[config.mk]
export PLATFORM = sky130hd
export DESIGN_NAME = ps2_key_decoder
export DESIGN_NICKNAME = d
export VERILOG_FILES = /design/src/rtl/ps2_key_decoder.sv
export SDC_FILE = /design/constraint.sdc
export NUM_CORES = 1
export LEC_CHECK = 0
export CAP_MARGIN = 20
export CORE_MARGIN = 1
export CORE_UTILIZATION = 49
export CTS_BUF_LIST = sky130_fd_sc_hd__clkbuf_4
export DETAILED_ROUTE_END_ITERATION = 12
export PLACE_DENSITY = 0.71
export SYNTH_ARGS = -nofsm -noshare
export SYNTH_HDL_FRONTEND = slang
export SYNTH_SLANG_ARGS = --single-unit
[constraint.sdc]
create_clock -name clk_in -period 4.1 [get_ports clk_in]
set_input_delay 1.025 -clock clk_in [delete_from_list [all_inputs] [get_ports clk_in]]
set_output_delay 1.025 -clock clk_in [all_outputs]
set_load 0.005 [all_outputs]
[src/rtl/ps2_key_decoder.sv]
// rtl/ps2_key_decoder.sv - PS/2 keyboard frame receiver and make/break scan-code decoder
// Conditions the PS/2 lines, validates 11-bit frames and tracks the held key.
module ps2_key_decoder #(
  parameter int FILTER_LEN     = 8,
  parameter int TIMEOUT_CYCLES = 50000
) (
  input  logic       clk_in,
  input  logic       reset,
  input  logic       ps2k_clk,
  input  logic       ps2k_data,
  output logic [7:0] ps2_byte,
  output logic       ps2_state,
  output logic       byte_valid,
  output logic       frame_err
);

  typedef enum logic [1:0] {S_IDLE, S_DATA, S_PARITY, S_STOP} state_t;

  localparam logic [15:0] TMO_LIM    = 16'(TIMEOUT_CYCLES);
  localparam logic [7:0]  CODE_BREAK = 8'hF0;
  localparam logic [7:0]  CODE_EXT   = 8'hE0;

  logic                  clk_s1, clk_s2, dat_s1, dat_s2;
  logic [FILTER_LEN-1:0] filt_sr;
  logic                  filt_lvl, filt_nxt, fall;

  state_t      state, state_n;
  logic [2:0]  bit_cnt, bit_cnt_n;
  logic [7:0]  shift, shift_n;
  logic        par_ok, par_ok_n;
  logic [15:0] tmo, tmo_n;
  logic        accept, err;
  logic        break_pend, ext_pend;

  // Bus idles high, so synchronizers and filter come out of reset at 1.
  always_ff @(posedge clk_in or posedge reset) begin
    if (reset) begin
      clk_s1   <= 1'b1;
      clk_s2   <= 1'b1;
      dat_s1   <= 1'b1;
      dat_s2   <= 1'b1;
      filt_sr  <= '1;
      filt_lvl <= 1'b1;
      fall     <= 1'b0;
    end else begin
      clk_s1   <= ps2k_clk;
      clk_s2   <= clk_s1;
      dat_s1   <= ps2k_data;
      dat_s2   <= dat_s1;
      filt_sr  <= {filt_sr[FILTER_LEN-2:0], clk_s2};
      filt_lvl <= filt_nxt;
      fall     <= filt_lvl & ~filt_nxt;
    end
  end

  always_comb begin
    filt_nxt = filt_lvl;
    if (&filt_sr)
      filt_nxt = 1'b1;
    else if (~|filt_sr)
      filt_nxt = 1'b0;
  end

  always_ff @(posedge clk_in or posedge reset) begin
    if (reset) begin
      state   <= S_IDLE;
      bit_cnt <= '0;
      shift   <= '0;
      par_ok  <= 1'b0;
      tmo     <= '0;
    end else begin
      state   <= state_n;
      bit_cnt <= bit_cnt_n;
      shift   <= shift_n;
      par_ok  <= par_ok_n;
      tmo     <= tmo_n;
    end
  end

  always_comb begin
    state_n   = state;
    bit_cnt_n = bit_cnt;
    shift_n   = shift;
    par_ok_n  = par_ok;
    tmo_n     = '0;
    accept    = 1'b0;
    err       = 1'b0;
    if (state != S_IDLE && !fall)
      tmo_n = (tmo == 16'hFFFF) ? tmo : tmo + 16'd1;
    case (state)
      S_IDLE: begin
        if (fall && !dat_s2) begin
          state_n   = S_DATA;
          bit_cnt_n = '0;
        end
      end
      S_DATA: begin
        if (fall) begin
          shift_n = {dat_s2, shift[7:1]};
          if (bit_cnt == 3'd7)
            state_n = S_PARITY;
          else
            bit_cnt_n = bit_cnt + 3'd1;
        end
      end
      S_PARITY: begin
        if (fall) begin
          par_ok_n = ^{shift, dat_s2};
          state_n  = S_STOP;
        end
      end
      S_STOP: begin
        if (fall) begin
          state_n = S_IDLE;
          if (par_ok && dat_s2)
            accept = 1'b1;
          else
            err = 1'b1;
        end
      end
      default: state_n = S_IDLE;
    endcase
    // A stalled keyboard abandons the frame; an edge in the same cycle wins.
    if (state != S_IDLE && !fall && tmo >= TMO_LIM) begin
      state_n = S_IDLE;
      tmo_n   = '0;
      err     = 1'b1;
    end
  end

  always_ff @(posedge clk_in or posedge reset) begin
    if (reset) begin
      ps2_byte   <= '0;
      ps2_state  <= 1'b0;
      byte_valid <= 1'b0;
      frame_err  <= 1'b0;
      break_pend <= 1'b0;
      ext_pend   <= 1'b0;
    end else begin
      byte_valid <= 1'b0;
      frame_err  <= err;
      if (accept) begin
        if (shift == CODE_BREAK) begin
          break_pend <= 1'b1;
        end else if (shift == CODE_EXT) begin
          ext_pend <= 1'b1;
        end else begin
          // Extended keys report their low byte, so the prefix only needs retiring here.
          if (ext_pend)
            ext_pend <= 1'b0;
          break_pend <= 1'b0;
          if (!break_pend) begin
            ps2_byte   <= shift;
            ps2_state  <= 1'b1;
            byte_valid <= 1'b1;
          end else if (shift == ps2_byte) begin
            ps2_state <= 1'b0;
          end
        end
      end
    end
  end

endmodule

==> results.md <==
- The run finished with clean final reports.
- For this run, asynchronously set or reset flops after synthesis account for 100%.
- After synthesis, the share of cell area in mux cells is around 7.5%.
- The number of gates resized after cts is 0.
- After layout, the minimum clock period comes to between 2 and 2.5 ns.
- Entering global routing, the biggest net connects 53 pins.
- Adding up every negative setup slack in the final design gives 0 ns.
- The detail route stage leaves a number of antenna-violating nets equal to 0.
- The class of the most critical hold timing path is flip-flop to flip-flop.
- The worst register-to-register path ends at ps2_byte[7].
- The share of synthesized cell area in full adder, half adder and majority cells is under 10%.
- TritonCTS built the clock tree.
- Across the run, the number of max-cap violations was 0.
- The synthesized netlist devotes roughly 14% of its cell area to simple gates.
- The instance count on the critical path is 1.
- The worst clock skew is around 0.018 ns.
- In the routed layout, each cell is associated on average with a via count of just over 5.
- The critical path is of the flip-flop to output port type.
- Setup repair after global routing left no endpoint under its margin.
- The count of clock tree sinks is 56.
- For the worst setup path, the data required time is ~3.1 ns.
- The setup slack at placement is 1.66 ns.
- Yosys mapped the design onto 39 distinct sky130hd cell types.
- Yosys attributes the largest share of cell area to dfrtp_1 42%, dfstp_2 13%, xnor2_1 7.6%.
- In this run the count of I/O pins placed on the die edge is 15.
- When the netlist entered floorplanning its net count stood at between 200 and 250.
- The global-route congestion overflow total is 0.
- In this run the most critical hold path is launched from clk_s2.
- For this run, the total global-route usage over all layers was measured as ~16%.
- The critical path goes through clkdlybuf4s50_1.
- In the routed design, unresolved DRC markers number 0.
- The initial utilization of the core area, before any placement, comes to between 50% and 60%.
- The maximum single-stage delay on the critical path is around 0.52 ns.
- The post-synthesis sequential area ratio is between 50% and 60%.
- For this run, the detailed router's first-pass iteration total came to 4.
- The count of nets after finishing is 242.
- The number of setup buffers added after CTS is 0.
- In the final routed layout, each cell accounts on average for 12.9 um.
- The number of max-slew violations in the final report is 0.
- For this block, the routed nets add up to 3840 um of wire.
- The final worst-path setup slack is 1.77 ns.
- The final number of hold-violating endpoints is 0.
- The sort of element at the start of the critical path is a flip-flop.
- The synthesized netlist occupies a cell area of between 0.002 and 0.003 mm^2.
- From bottom edge to top edge, the die measures ~74 um.
- At the end of routability-driven placement, the weighted congestion stood at 0.791.
- The number of global-route vias before repair is 1500.
- The number of design-rule violations left by the first detailed-router iteration is 56.
- The top-area cell type share of the netlist area is around 42%.
- The maximum net fanout on the critical path is 3.
- Setup violations remaining at the end of the flow were counted as 0.
- The startpoint identified for the worst register-to-register timing path is state[0].
- For the worst flop-to-flop path, the logic depth is 6.
- The worst slew margin relative to its limit is between 70% and 80%.
- The global-route wire length before repair is around 6700 um.
- For the worst-skew pair, the clock arrives at the later sink with an insertion delay of approximately 0.38 ns.
- The number of enable-type register cells in the synthesized netlist is 0.
- The minimum setup slack among reg-to-reg paths is roughly 2.3 ns.
- The ratio of final minimum period to clock period is 56.7%.
- The number of buffers created by CTS is 5.
- Counting flops and latches in the post-synthesis netlist gives 56.
- For this run, the top clock speed supported by timing is ~0.43 GHz.
- By area, the combinational part of the netlist is dominated by simple AND/OR/NAND/NOR gates.
- After Yosys synthesis, XOR and XNOR cells account for 10.0% of the synthesized area.
- The floorplan step defined a die boundary enclosing ~0.0055 mm^2.
- Row generation in the floorplan step produced 25 rows.
- Leaving out fill and tap cells, the most frequent cell in the layout is dfrtp_1.
- The H-tree was split into 2 levels.
- Hold repair after CTS inserted 0 buffers.
- The top cell types in the final layout, fill and taps aside, are 43 x dfrtp_1, 22 x nor2_1, 22 x xnor2_1.
- The static power due to leakage is ~1.3 nW.
- Synthesis handed over a netlist of about 210 instances.
- The floorplan step set the die width to 73.9 um.
- The share of cells above drive strength 1 is a little over a fifth.
- Counting along the longest clock path gives a buffer depth of 2.
- Clock-pin slew was measured on the worst setup and hold paths at around 0.16 ns.
- The data arrival time of the critical path is roughly 1.3 ns.
- IR analysis of the VDD net gives a maximum drop of 0.361 mV.
- The launching instance or port of the critical path is ps2_byte[3].
- The slowest stage of the critical path belongs to the cell clkdlybuf4s50_1.
- STA classifies the critical path endpoint as an output port.
- The most instantiated flip-flop cell in the synthesis netlist is dfrtp_1.
- The core region is between 0.004 and 0.005 mm^2.
- Along the worst hold path, the cell count comes to 0.
- Summing the areas of all compound-gate instances in the mapped netlist gives about 6.4% of the synthesized area.
- The number of buffers and inverters on the critical path is 1.
- A synthesized cell averages between 10 and 15 um^2.
- The area growth from synthesis to final layout is 11.7%.
- The critical path ends at ps2_byte[3].
- The via count is about 1500.
- The actual transition at the worst max-transition pin is 0.409 ns.
- 0 antenna diodes ended up in the layout.
- Of all cell types, the one taking the most synthesized area is dfrtp_1.
- The kind of cell adding the most delay to the critical path is buffers and inverters.
- The power per standard cell area is around 380 mW/mm^2.
- The root buffer cell is clkbuf_4.
- Port buffering added 14 buffers.
- The post-detailed-placement half-perimeter wirelength is ~2700 um.
- The Yosys step of the flow raised 0 warnings.
- The number of antenna violations at the first check in global routing is 0.
-- how the worst min path moves through the flow --
stage,end,slack [ns]
2_1_floorplan,clk_s2,0.35
3_3_place_gp,filt_sr[0],0.35
3_5_place_dp,filt_sr[0],0.35
4_1_cts,filt_sr[0],0.37
5_1_grt,dat_s2,0.37
6_report,filt_sr[0],0.37
-- cells in the mapped netlist, drive strengths merged, types with 3 or more instances --
| cell type | instances |
|---|---|
| dfrtp | 43 |
| nor2 | 24 |
| xnor2 | 22 |
| mux2 | 17 |
| nand2 | 14 |
| dfstp | 13 |
| nand3 | 9 |
| ha | 8 |
| inv | 8 |
| xor2 | 7 |
| nor3 | 5 |
| a21oi | 4 |
| o21ai | 4 |
| and3 | 3 |
| nand4 | 3 |
-- cells by family (layout without fill, tap and decap cells) --
family / after synthesis / in the layout
simple gates: 69 / 69
flops: 56 / 56
xor+xnor: 29 / 29
compound gates: 20 / 20
mux: 17 / 17
buf+inv: 10 / 32
fa+ha+maj: 8 / 8
-- layer usage --
metal	global-route usage (%)	part of all wire [%]	up-vias	wire length (um)
li1	-	-	764	-
met1	22.2	49	753	1880
met2	25.9	47	16	1800
met3	4.47	2.8	6	106
met4	5.13	1.4	0	52
met5	0	0	-	0
-- through the flow --
step | cells | total power, mW | hold WS (ns) | utilization, % | area, um^2
after floorplan | 209 | 0.796 | 0.345 | - | 2540
after global placement | 289 | 0.826 | 0.346 | 56.7 | 2750
after detailed placement | 289 | 0.831 | 0.347 | 56.7 | 2750
after CTS | 297 | 1.09 | 0.370 | 58.0 | 2810
after global routing | 298 | 1.15 | 0.371 | 58.4 | 2830
final | 298 | 1.07 | 0.368 | 58.4 | 2830
-- state kept, by name, summed over array words and instances, names as in the netlist --
register	count
dat_s1	1
bit_cnt	3
fall	1
filt_lvl	1
state	2
clk_s2	1
clk_s1	1
shift	8
par_ok	1
tmo	16
dat_s2	1
filt_sr	8
byte_valid	1
break_pend	1
ps2_byte	8
ps2_state	1
frame_err	1
-- report_power, final --
group	switching, mW	internal (mW)	total (mW)
logic	0.122	0.0746	0.197
registers	0.0355	0.592	0.627
clock network	0.178	0.0725	0.250
total	0.335	0.739	1.07
-- area by class of cell --
type	count	area [um^2]
clock inverters	3	23.8
inverters	8	30.0
multi-input cells	143	1070
well taps	67	83.8
fillers	424	2020
flip-flops and latches	56	1420
clock buffers	5	37.5
repair buffers	16	168
No activity file was read; power rests on OpenSTA's default activity.
